--- src/rtl/instr_fetch_pkg.sv ---
// Shared types and constants for the instruction fetch unit.
// Holds address/word widths, the no-op encoding, the fetch FSM states and the buffer entry layout.
package instr_fetch_pkg;

  localparam int PC_W    = 10;
  localparam int INSTR_W = 30;

  localparam logic [INSTR_W-1:0] NOP_INSTR = 30'h0;

  typedef enum logic [1:0] {
    ST_FETCH    = 2'd0,
    ST_WAIT_ACK = 2'd1,
    ST_DISCARD  = 2'd2
  } fetch_state_e;

  typedef struct packed {
    logic [PC_W-1:0]    pc;
    logic [INSTR_W-1:0] word;
  } fetch_entry_t;

  // Sequential fetch address; wraps silently at the top of the 1K-word space.
  function automatic logic [PC_W-1:0] pc_incr(input logic [PC_W-1:0] pc);
    return pc + 10'd1;
  endfunction

endpackage

--- src/rtl/instr_fetch_if.sv ---
// Instruction memory request/acknowledge bus between the fetch unit and instruction memory.
// master = fetch side, slave = memory side.
interface instr_fetch_if;
  import instr_fetch_pkg::*;

  logic               imem_req;
  logic [PC_W-1:0]    imem_addr;
  logic               imem_ack;
  logic [INSTR_W-1:0] imem_rdata;

  modport master (
    output imem_req,
    output imem_addr,
    input  imem_ack,
    input  imem_rdata
  );

  modport slave (
    input  imem_req,
    input  imem_addr,
    output imem_ack,
    output imem_rdata
  );

endinterface

--- src/rtl/instr_fetch_fifo.sv ---
// Prefetch buffer: synchronous FIFO of {pc, word} entries with flush and occupancy count.
// DEPTH must be a power of two so the pointers wrap naturally.
module fetch_fifo
  import instr_fetch_pkg::*;
#(
  parameter  int DEPTH = 4,
  localparam int AW    = $clog2(DEPTH),
  localparam int CW    = AW + 1
) (
  input  logic         clk,
  input  logic         rst_n,
  input  logic         flush,
  input  logic         push,
  input  fetch_entry_t push_data,
  input  logic         pop,
  output fetch_entry_t head,
  output logic [CW-1:0] count
);

  fetch_entry_t   mem_r [DEPTH];
  logic [AW-1:0]  wr_ptr_r;
  logic [AW-1:0]  rd_ptr_r;
  logic [CW-1:0]  count_r;
  logic           do_push_s;
  logic           do_pop_s;

  // Qualify push/pop: flush wins, and full/empty guards keep the pointers coherent.
  always_comb begin
    do_push_s = 1'b0;
    do_pop_s  = 1'b0;
    if (flush) begin
      do_push_s = 1'b0;
      do_pop_s  = 1'b0;
    end else begin
      do_push_s = push && (count_r != CW'(DEPTH));
      do_pop_s  = pop && (count_r != CW'(0));
    end
  end

  // Pointer and occupancy registers.
  always_ff @(posedge clk or negedge rst_n) begin
    if (!rst_n) begin
      wr_ptr_r <= AW'(0);
      rd_ptr_r <= AW'(0);
      count_r  <= CW'(0);
    end else if (flush) begin
      wr_ptr_r <= AW'(0);
      rd_ptr_r <= AW'(0);
      count_r  <= CW'(0);
    end else begin
      if (do_push_s) begin
        wr_ptr_r <= wr_ptr_r + AW'(1);
      end
      if (do_pop_s) begin
        rd_ptr_r <= rd_ptr_r + AW'(1);
      end
      case ({do_push_s, do_pop_s})
        2'b10:   count_r <= count_r + CW'(1);
        2'b01:   count_r <= count_r - CW'(1);
        default: count_r <= count_r;
      endcase
    end
  end

  // Entry storage, cleared on reset so the head never carries stale X.
  always_ff @(posedge clk or negedge rst_n) begin
    if (!rst_n) begin
      for (int i = 0; i < DEPTH; i++) begin
        mem_r[i] <= '0;
      end
    end else if (do_push_s) begin
      mem_r[wr_ptr_r] <= push_data;
    end
  end

  assign head  = mem_r[rd_ptr_r];
  assign count = count_r;

endmodule

--- src/rtl/instr_fetch.sv ---
// Instruction fetch unit: issues single outstanding memory requests, buffers returned words,
// and presents them in order to decode; redirects flush the buffer and squash in-flight data.
module instr_fetch
  import instr_fetch_pkg::*;
#(
  parameter logic [PC_W-1:0] RESET_PC   = 10'h000,
  parameter int              FIFO_DEPTH = 4
) (
  input  logic               clk,
  input  logic               rst_n,
  input  logic               fetch_en,
  input  logic               redirect_valid,
  input  logic [PC_W-1:0]    redirect_pc,
  instr_fetch_if.master      imem,
  output logic               instr_valid,
  output logic [INSTR_W-1:0] instruction,
  output logic [PC_W-1:0]    instr_pc,
  input  logic               instr_ready
);

  localparam int CW = $clog2(FIFO_DEPTH) + 1;

  fetch_state_e    state_r;
  fetch_state_e    state_s;
  logic [PC_W-1:0] pc_r;
  logic [PC_W-1:0] pc_s;
  logic            req_r;
  logic            req_s;
  logic [PC_W-1:0] addr_r;
  logic [PC_W-1:0] addr_s;

  logic            push_s;
  logic            pop_s;
  logic            room_s;
  logic            valid_s;
  fetch_entry_t    push_data_s;
  fetch_entry_t    head_s;
  logic [CW-1:0]   fifo_count_s;

  assign valid_s     = (fifo_count_s != CW'(0));
  // Only FETCH can issue, so nothing is outstanding and the count alone decides room.
  assign room_s      = (fifo_count_s < CW'(FIFO_DEPTH));
  assign pop_s       = valid_s && instr_ready && !redirect_valid;
  assign push_data_s = '{pc: pc_r, word: imem.imem_rdata};

  // Next-state, next-pc and request decode for the fetch FSM.
  always_comb begin
    state_s = state_r;
    pc_s    = pc_r;
    req_s   = req_r;
    addr_s  = addr_r;
    push_s  = 1'b0;
    case (state_r)
      ST_FETCH: begin
        if (redirect_valid) begin
          pc_s = redirect_pc;
        end else if (fetch_en && room_s) begin
          req_s   = 1'b1;
          addr_s  = pc_r;
          state_s = ST_WAIT_ACK;
        end else begin
          req_s = 1'b0;
        end
      end
      ST_WAIT_ACK: begin
        if (imem.imem_ack) begin
          req_s   = 1'b0;
          state_s = ST_FETCH;
          if (redirect_valid) begin
            pc_s = redirect_pc;
          end else begin
            push_s = 1'b1;
            pc_s   = pc_incr(pc_r);
          end
        end else if (redirect_valid) begin
          pc_s    = redirect_pc;
          state_s = ST_DISCARD;
        end else begin
          req_s = 1'b1;
        end
      end
      ST_DISCARD: begin
        // The returning word belongs to the squashed path; pc already holds the new target.
        if (redirect_valid) begin
          pc_s = redirect_pc;
        end else begin
          pc_s = pc_r;
        end
        if (imem.imem_ack) begin
          req_s   = 1'b0;
          state_s = ST_FETCH;
        end else begin
          req_s = 1'b1;
        end
      end
      default: begin
        req_s   = 1'b0;
        state_s = ST_FETCH;
      end
    endcase
  end

  // FSM, fetch pointer and registered memory request.
  always_ff @(posedge clk or negedge rst_n) begin
    if (!rst_n) begin
      state_r <= ST_FETCH;
      pc_r    <= RESET_PC;
      req_r   <= 1'b0;
      addr_r  <= 10'h000;
    end else begin
      state_r <= state_s;
      pc_r    <= pc_s;
      req_r   <= req_s;
      addr_r  <= addr_s;
    end
  end

  fetch_fifo #(
    .DEPTH (FIFO_DEPTH)
  ) u_fifo (
    .clk       (clk),
    .rst_n     (rst_n),
    .flush     (redirect_valid),
    .push      (push_s),
    .push_data (push_data_s),
    .pop       (pop_s),
    .head      (head_s),
    .count     (fifo_count_s)
  );

  assign imem.imem_req  = req_r;
  assign imem.imem_addr = addr_r;
  assign instr_valid    = valid_s;
  assign instruction    = valid_s ? head_s.word : NOP_INSTR;
  assign instr_pc       = valid_s ? head_s.pc : 10'h000;

endmodule

--- src/flat_wrapper.sv ---
// flat-port wrapper written by rule: the top's interface ports become plain ports
module instr_fetch_flat import instr_fetch_pkg::*;
#(
  parameter logic [PC_W-1:0] RESET_PC   = 10'h000,
  parameter int              FIFO_DEPTH = 4
)
  (clk, rst_n, fetch_en, redirect_valid, redirect_pc, instr_valid, instruction, instr_pc, instr_ready, imem_imem_req, imem_imem_addr, imem_imem_ack, imem_imem_rdata);
  instr_fetch_if imem_i ();
  input  logic clk;
  input  logic rst_n;
  input  logic fetch_en;
  input  logic redirect_valid;
  input  logic [PC_W-1:0] redirect_pc;
  output logic instr_valid;
  output logic [INSTR_W-1:0] instruction;
  output logic [PC_W-1:0] instr_pc;
  input  logic instr_ready;
  output wire logic [$bits(imem_i.imem_req)-1:0] imem_imem_req;
  output wire logic [$bits(imem_i.imem_addr)-1:0] imem_imem_addr;
  input wire logic [$bits(imem_i.imem_ack)-1:0] imem_imem_ack;
  input wire logic [$bits(imem_i.imem_rdata)-1:0] imem_imem_rdata;
  assign imem_imem_req = imem_i.imem_req;
  assign imem_imem_addr = imem_i.imem_addr;
  assign imem_i.imem_ack = imem_imem_ack;
  assign imem_i.imem_rdata = imem_imem_rdata;
  instr_fetch #(.RESET_PC(RESET_PC), .FIFO_DEPTH(FIFO_DEPTH)) u_core (.clk(clk), .rst_n(rst_n), .fetch_en(fetch_en), .redirect_valid(redirect_valid), .redirect_pc(redirect_pc), .imem(imem_i), .instr_valid(instr_valid), .instruction(instruction), .instr_pc(instr_pc), .instr_ready(instr_ready));
endmodule
--- config.mk ---
export PLATFORM = sky130hd
export DESIGN_NAME = instr_fetch_flat
export DESIGN_NICKNAME = d
export VERILOG_FILES = /design/src/rtl/instr_fetch_pkg.sv /design/src/rtl/instr_fetch_if.sv /design/src/rtl/instr_fetch_fifo.sv /design/src/rtl/instr_fetch.sv /design/src/flat_wrapper.sv
export SDC_FILE = /design/constraint.sdc
export NUM_CORES = 1
export LEC_CHECK = 0
export ABC_CLOCK_PERIOD_IN_PS = 7420
export BUFFER_PORTS_ARGS = -buffer_cell sky130_fd_sc_hd__buf_2
export CAP_MARGIN = 20
export CORE_ASPECT_RATIO = 0.6
export CORE_MARGIN = 1.5
export CORE_UTILIZATION = 55
export CTS_CLUSTER_DIAMETER = 120
export DETAILED_ROUTE_END_ITERATION = 7
export GPL_TIMING_DRIVEN = 0
export PLACE_DENSITY = 0.76
export SLEW_MARGIN = 0
export SYNTH_ARGS = -nofsm -noshare
export SYNTH_HDL_FRONTEND = slang
export SYNTH_SLANG_ARGS = --single-unit
--- constraint.sdc ---
create_clock -name clk -period 7.42 [get_ports clk]
set_input_delay 1.484 -clock clk [delete_from_list [all_inputs] [get_ports clk]]
set_output_delay 1.484 -clock clk [all_outputs]
set_load 0.02 [all_outputs]
-- Word level (Yosys, flattened, before mapping)
Cells that the tools add are included.
- logic and storage cells: 89
- register bits after elaboration: 190
- input port bits: 46
- output and inout bits: 52
- magnitude comparators: 4
- reduce and logical (&&, ||, !) cells: 17
- bitwise operators: 3
- add/sub/neg operators: 5
- eq/ne operators: 10
- muxes and demuxes: 35
- operator list (kind ; count):
    bitwise mux 160 bit ; 1
    two-way mux 40 bit ; 3
    binary-select mux 40 bit (select 2 bit) ; 1
    demux 40 bit (select 2 bit) ; 1
    two-way mux 10 bit ; 4
    two-way mux 30 bit ; 1
    case mux 10 bit (2 select lines) ; 1
    two-way mux 2 bit ; 9
    adder 10 x 1 -> 10 bit (second input constant) ; 1
    two-way mux 1 bit ; 10
    != test 3 bit (second input constant) ; 3
    >= comparator 3 bit (second input constant) ; 2
    logical AND 1 bit ; 6
    NOT 2 -> 3 bit ; 2
    case mux 2 bit (3 select lines) ; 1
    case mux 3 bit (2 select lines) ; 1
    nonzero test 2 bit ; 3
    nonzero test 3 bit ; 2
    adder 2 x 1 -> 2 bit (second input constant) ; 2
    equality test 2 x 1 -> 1 bit (second input constant) ; 2
    equality test 2 bit (second input constant) ; 2
    != test 2 bit (second input constant) ; 2
    AND reduction 4 bit ; 1
    adder 3 x 1 -> 3 bit (second input constant) ; 1
    12 further kinds ; 12

-- Longest topological paths before layout
- depth after elaboration: 8
- gate-level depth with buffers: 9
- mapped depth without buffers: 9

-- Cells and area by module
A second synthesis with hierarchy kept.
- cells, all modules: 626
- area, all modules: 9903.2 um^2
- modules (own cells, without submodules) (module ; cells each ; area each (um^2) ; sequential area each (um^2) ; times used):
    fetch_fifo ; 452 ; 8301.7 ; 4179.0 ; 1
    instr_fetch ; 174 ; 1601.5 ; 575.6 ; 1

-- Worst setup path after synthesis
No wires, ideal clock.
- kind: input port to flip-flop
- start: input redirect_valid
- end: register u_core.u_fifo.count_r[2] (netlist: u_core.u_fifo.count[2])
- path buffers: 0
- path slack: 3917 ps
- cell stages on the path: 7
- data arrival time: 3425 ps
- library setup time: 78 ps
- required time: 7342 ps
- path through: nand3b_1 > a21oi_4 > nor3_1 > fa_1 > or4_1 > a31o_2 > a21oi_1
- cells in the longest elaborated chain, start to end: 8
- elaborated cells on any way between the ends: 14
- classes of those cells: 2 x eq/ne; 7 x mux; 5 x reduce/logical
- ends and longest elaborated chain (what ; line ; RTL):
    from (decl) ; flat_wrapper.sv:12 ; input logic redirect_valid;
    two-way mux 1 bit ; instr_fetch.sv:69 ; if (redirect_valid) begin
    two-way mux 1 bit ; instr_fetch.sv:66 ; if (imem.imem_ack) begin
    two-way mux 1 bit ; instr_fetch.sv:53 ; case (state_r)
    logical AND 1 bit ; instr_fetch_fifo.sv:35 ; do_push_s = push && (count_r != CW'(DEPTH));
    two-way mux 1 bit ; instr_fetch_fifo.sv:31 ; if (flush) begin
    equality test 2 x 1 -> 1 bit or equality test 2 bit (tied branches) ; instr_fetch_fifo.sv:57 ; case ({do_push_s, do_pop_s})
    case mux 3 bit (2 select lines) ; instr_fetch_fifo.sv:57 ;
    two-way mux 3 bit ; instr_fetch_fifo.sv:46 ; end else if (flush) begin
    to (signal assigned) ; instr_fetch_fifo.sv:58 ; 2'b10: count_r <= count_r + CW'(1);
    to (signal assigned) ; instr_fetch_fifo.sv:59 ; 2'b01: count_r <= count_r - CW'(1);
    to (signal assigned) ; instr_fetch_fifo.sv:60 ; default: count_r <= count_r;
    to (decl) ; instr_fetch_fifo.sv:23 ; logic [CW-1:0] count_r;
Several ways; a longest one is shown, not always the timed one.
A chain may end at the register's enable or synchronous reset.

-- Worst setup path in the final report
- start: register u_core.u_fifo.count_r[2] (netlist: u_core.u_fifo.count[2])
- end: output instr_pc[4]
- cells in the longest elaborated chain, start to end: 2
- ends and longest elaborated chain (what ; line ; RTL):
    nonzero test 3 bit ; instr_fetch.sv:40 ; assign valid_s = (fifo_count_s != CW'(0));
    two-way mux 10 bit ; instr_fetch.sv:135 ; assign instr_pc = valid_s ? head_s.pc : 10'h000;
    to (decl) ; flat_wrapper.sv:16 ; output logic [PC_W-1:0] instr_pc;
Every way passes these cells.

==> summary.md <==
| Metric | Value |
|---|---|
| Status | finished clean |
| Slew Viols, Final | 0 |
| Crit path DAT | 2.58 ns |
| 1st-iter DRT viols | 530 |
| Nets | 785 |
| Die ar. | roughly 17,000 um2 |
| Pwr Density | 337 nW/um2 |
| Post-CTS resize count | 0 |
| Post-Layout Cell Count | 944 |
| Die H | between 100 and 150 um |
| Placed Instance Area | 9640 um2 |
| Global route total overflow | 0 |
| Setup violations, final | 0 |
| Die Width | 167 um |
| Hold Fails Final Rpt | 0 |
| Synth Net Count | ~670 |
| Mean Syn Cell Area | around 15 um2 |
| Hold Crit Depth | 1 |
| Crit Path Max Fanout | 10 |
| Initial Util | 0.570 |
| Vias in the first global route | 5,865 |
| Asr flop ratio synth | 1.00 |
| RePlAce Congestion | approximately 0.8 |
| Mapped Area | a little under 9000 um2 |
| Cells after Synth | 611 |
| Seq/Total Area, Yosys | 0.536 |
| # rows | 35 |
| Area leader, netlist | dfrtp_1 |
| Num Clock Sinks | 190 |
| Port Buf Inserts | 97 |
| Max rail drop VDD | 202 uV |
| Actual slew at the worst max-slew pin | 0.761 ns |
| Crit path cell chain | clkbuf_1 > or3_1 > clkbuf_1 > clkbuf_1 > and2_1 > buf_2 |
| Area growth syn-to-layout | 15.0% |
| Design area | between 10,000 and 15,000 um2 |
| Most frequent cell after synthesis | dfrtp_1 |
| Most common flop cell mapped by yosys | dfrtp_1 |
| Io pins | 98 |
| Antenna violations before repair | 0 |
| Core ar. | 15,500 um2 |
| Most frequent CP cell | clkbuf_1 |
| R2R Setup Slk | 4.42 ns |
| Placed insts | approximately 910 |
| Antenna cell count | 0 |
| Setup TNS | 0 ns |
| CP max stage cell | clkbuf_1 |
| Clock Skew | about 0.012 ns |
| Max Fclk | approximately 0.25 GHz |
| Layout cell share with drive strength beyond 1 | 0.278 |
| Root buffer cell | clkbuf_16 |
| Routed wire length | 19,000 um |
| Worst-path clk slew | 0.07 ns |
| Total power draw | 3.44 mW |
| Min-Delay Path Class | register to register |
| DP HPWL | 13,200 um |
| #FFs+latches synth | 190 |
| Clock Path Buffers | 2 |
| Critical path class | register to output port |
| Post-synth top cells | dfrtp_1 (190), mux2_1 (160), and2_1 (41) |
| Fin crit period | slightly above 4 ns |
| Leak | 5.01 nW |
| Worst reg2reg startpoint | u_core.u_fifo.count[2] |
| RSZ-0062 raised after global routing | false |
| Post-synth EDFFs | 0 |
| Yosys warnings | 0 |
| Yosys top cell area share | 0.536 |
| Worst Path Required | around 5.9 ns |
| Finished Core Util | 0.656 |
| CP Capture Type | output port |
| Max H-tree Level | 4 |
| Max_cap viols | 0 |
| CP peak stage delay | 0.50 ns |
| Number of post-CTS setup repair buffers | 0 |
| Unique masters post-synth | between 40 and 50 |
| Tot GR Track Use | 0.241 |
| Relative slew slack | 0.492 |
| First-pass GRT wire length | 31,300 um |
| Antenna-violating nets left | 0 |
| Cells on worst reg2reg path | 9 |
| Largest net degree at the start of global routing | 112 |
| # fillers | 1,113 |
| R2R Path End | u_core.u_fifo.count[2] |
| Clock latency on the worst-skew pair | around 0.42 ns |
| Crit path launch type | register |
| Period Utilization, post-route | 0.548 |
| WL/cell | 20.1 um |
| Hold wc startpoint | u_core.u_fifo.mem_r[8] |
| CTS tree | built |
| Vias | ~5,500 |
| Area contributors post-synth | dfrtp_1 (54%), mux2_1 (20%), mux4_2 (10%), and2_1 (2.9%), mux2_2 (1.7%) |
| Hold endpoint | u_core.u_fifo.mem_r[8] |
| Cts hold-fix bufs | 0 |
| CTS buffer count | 17 |
| Drt pass-1 iters | 5 |
| Residual DRC | 0 |
| Vias per inst | 5.84 |
[area by class of cell]
class / instances / area (um2) / share of cell area
multi-input combinational: 364 / 3870 / 0.380
sequential: 190 / 4750 / 0.466
buffer: 42 / 184 / 0.0180
timing repair buffer: 98 / 523 / 0.0513
inverter: 15 / 56.3 / 0.00552
clock buffer: 18 / 429 / 0.0421
clock inverter: 14 / 126 / 0.0124
tap: 203 / 254 / 0.0249
[metrics by stage]
step,hold slack (ns),setup WS (ns)
5_1_grt,0.502,3.22
3_3_place_gp,0.468,2.00
4_1_cts,0.492,3.36
2_1_floorplan,0.459,3.92
6_report,0.488,3.35
3_5_place_dp,0.475,3.42
[routing by layer]
metal | routed length, um | up-vias | global-route usage
met1 | 9140 | 2899 | 0.350
met3 | 998 | 9 | 0.0504
met2 | 8760 | 157 | 0.379
met5 | 0 | - | 0
met4 | 110 | 0 | 0.0580
li1 | - | 2452 | -
[where the power goes]
group	switching [mW]	leakage, nW	internal, mW
clock	0.428	0.270	0.444
combinational	0.595	2.23	0.538
sequential	0.150	2.51	1.28
total	1.17	5.01	2.27
[cell families (layout without fill, tap and decap cells)]
group | after synthesis | count (layout) | share of synthesized area
DFF | 190 | 190 | 0.536
adders and majority gates | 11 | 11 | 0.0164
xor gates and xnor gates | 6 | 6 | 0.00762
buffers and inverters | 57 | 187 | 0.0271
and+or+nand+nor | 89 | 89 | 0.0566
muxes | 219 | 219 | 0.328
AOI/OAI and AO/OA | 39 | 39 | 0.0281
[layout by cell type, fill, tap and decap left out, types with 2 or more instances in the layout]
| master | n |
|---|---|
| mux2_1 | 160 |
| clkbuf_16 | 17 |
| a31o_2 | 2 |
| inv_8 | 4 |
| buf_1 | 3 |
| xor2_1 | 3 |
| a31oi_1 | 2 |
| nor3_1 | 3 |
| nand2_1 | 14 |
| xnor2_1 | 2 |
| mux2i_1 | 6 |
| a21oi_1 | 12 |
| nand3_1 | 4 |
| inv_1 | 15 |
| o21ai_0 | 6 |
| a22oi_1 | 2 |
| clkinvlp_4 | 2 |
| clkbuf_1 | 19 |
| dfrtp_1 | 190 |
| nor2_1 | 11 |
| and2_1 | 41 |
| ha_1 | 10 |
| inv_6 | 4 |
| nor2b_1 | 2 |
| clkinv_4 | 3 |
| o22ai_1 | 9 |
| nand3b_1 | 3 |
| mux2_2 | 13 |
| nor4_1 | 2 |
| buf_2 | 117 |
| mux4_2 | 40 |
| nor4b_1 | 2 |
[sequential cells by signal, indices dropped and copies added, names as in the netlist]
register / flops
u_core.pc_r: 10
u_core.u_fifo.count: 3
u_core.imem.imem_addr: 10
u_core.u_fifo.rd_ptr_r: 2
u_core.imem.imem_req: 1
u_core.state_r: 2
u_core.u_fifo.mem_r: 160
u_core.u_fifo.wr_ptr_r: 2
[worst max-delay path by stage]
| stage | cells after the start | slack [ns] | from | to |
|---|---|---|---|---|
| global route | 6 | 3.22 | u_core.u_fifo.count[2] | instruction[3] |
| global placement | 1 | 2.00 | rst_n | u_core.u_fifo.mem_r[63] |
| CTS | 6 | 3.36 | u_core.u_fifo.count[2] | instr_pc[4] |
| floorplan | 7 | 3.92 | redirect_valid | u_core.u_fifo.count[2] |
| finish | 6 | 3.35 | u_core.u_fifo.count[2] | instr_pc[4] |
| detailed placement | 8 | 3.42 | redirect_valid | u_core.u_fifo.count[2] |
[worst max-delay path: cells and delay by family, from the launching register on]
kind | cells | cell delay, ns
buf+inv | 4 | 1.41
flops | 1 | 0.32
simple gates | 2 | 0.42
Note: power is estimated with default switching activity, not from simulation.
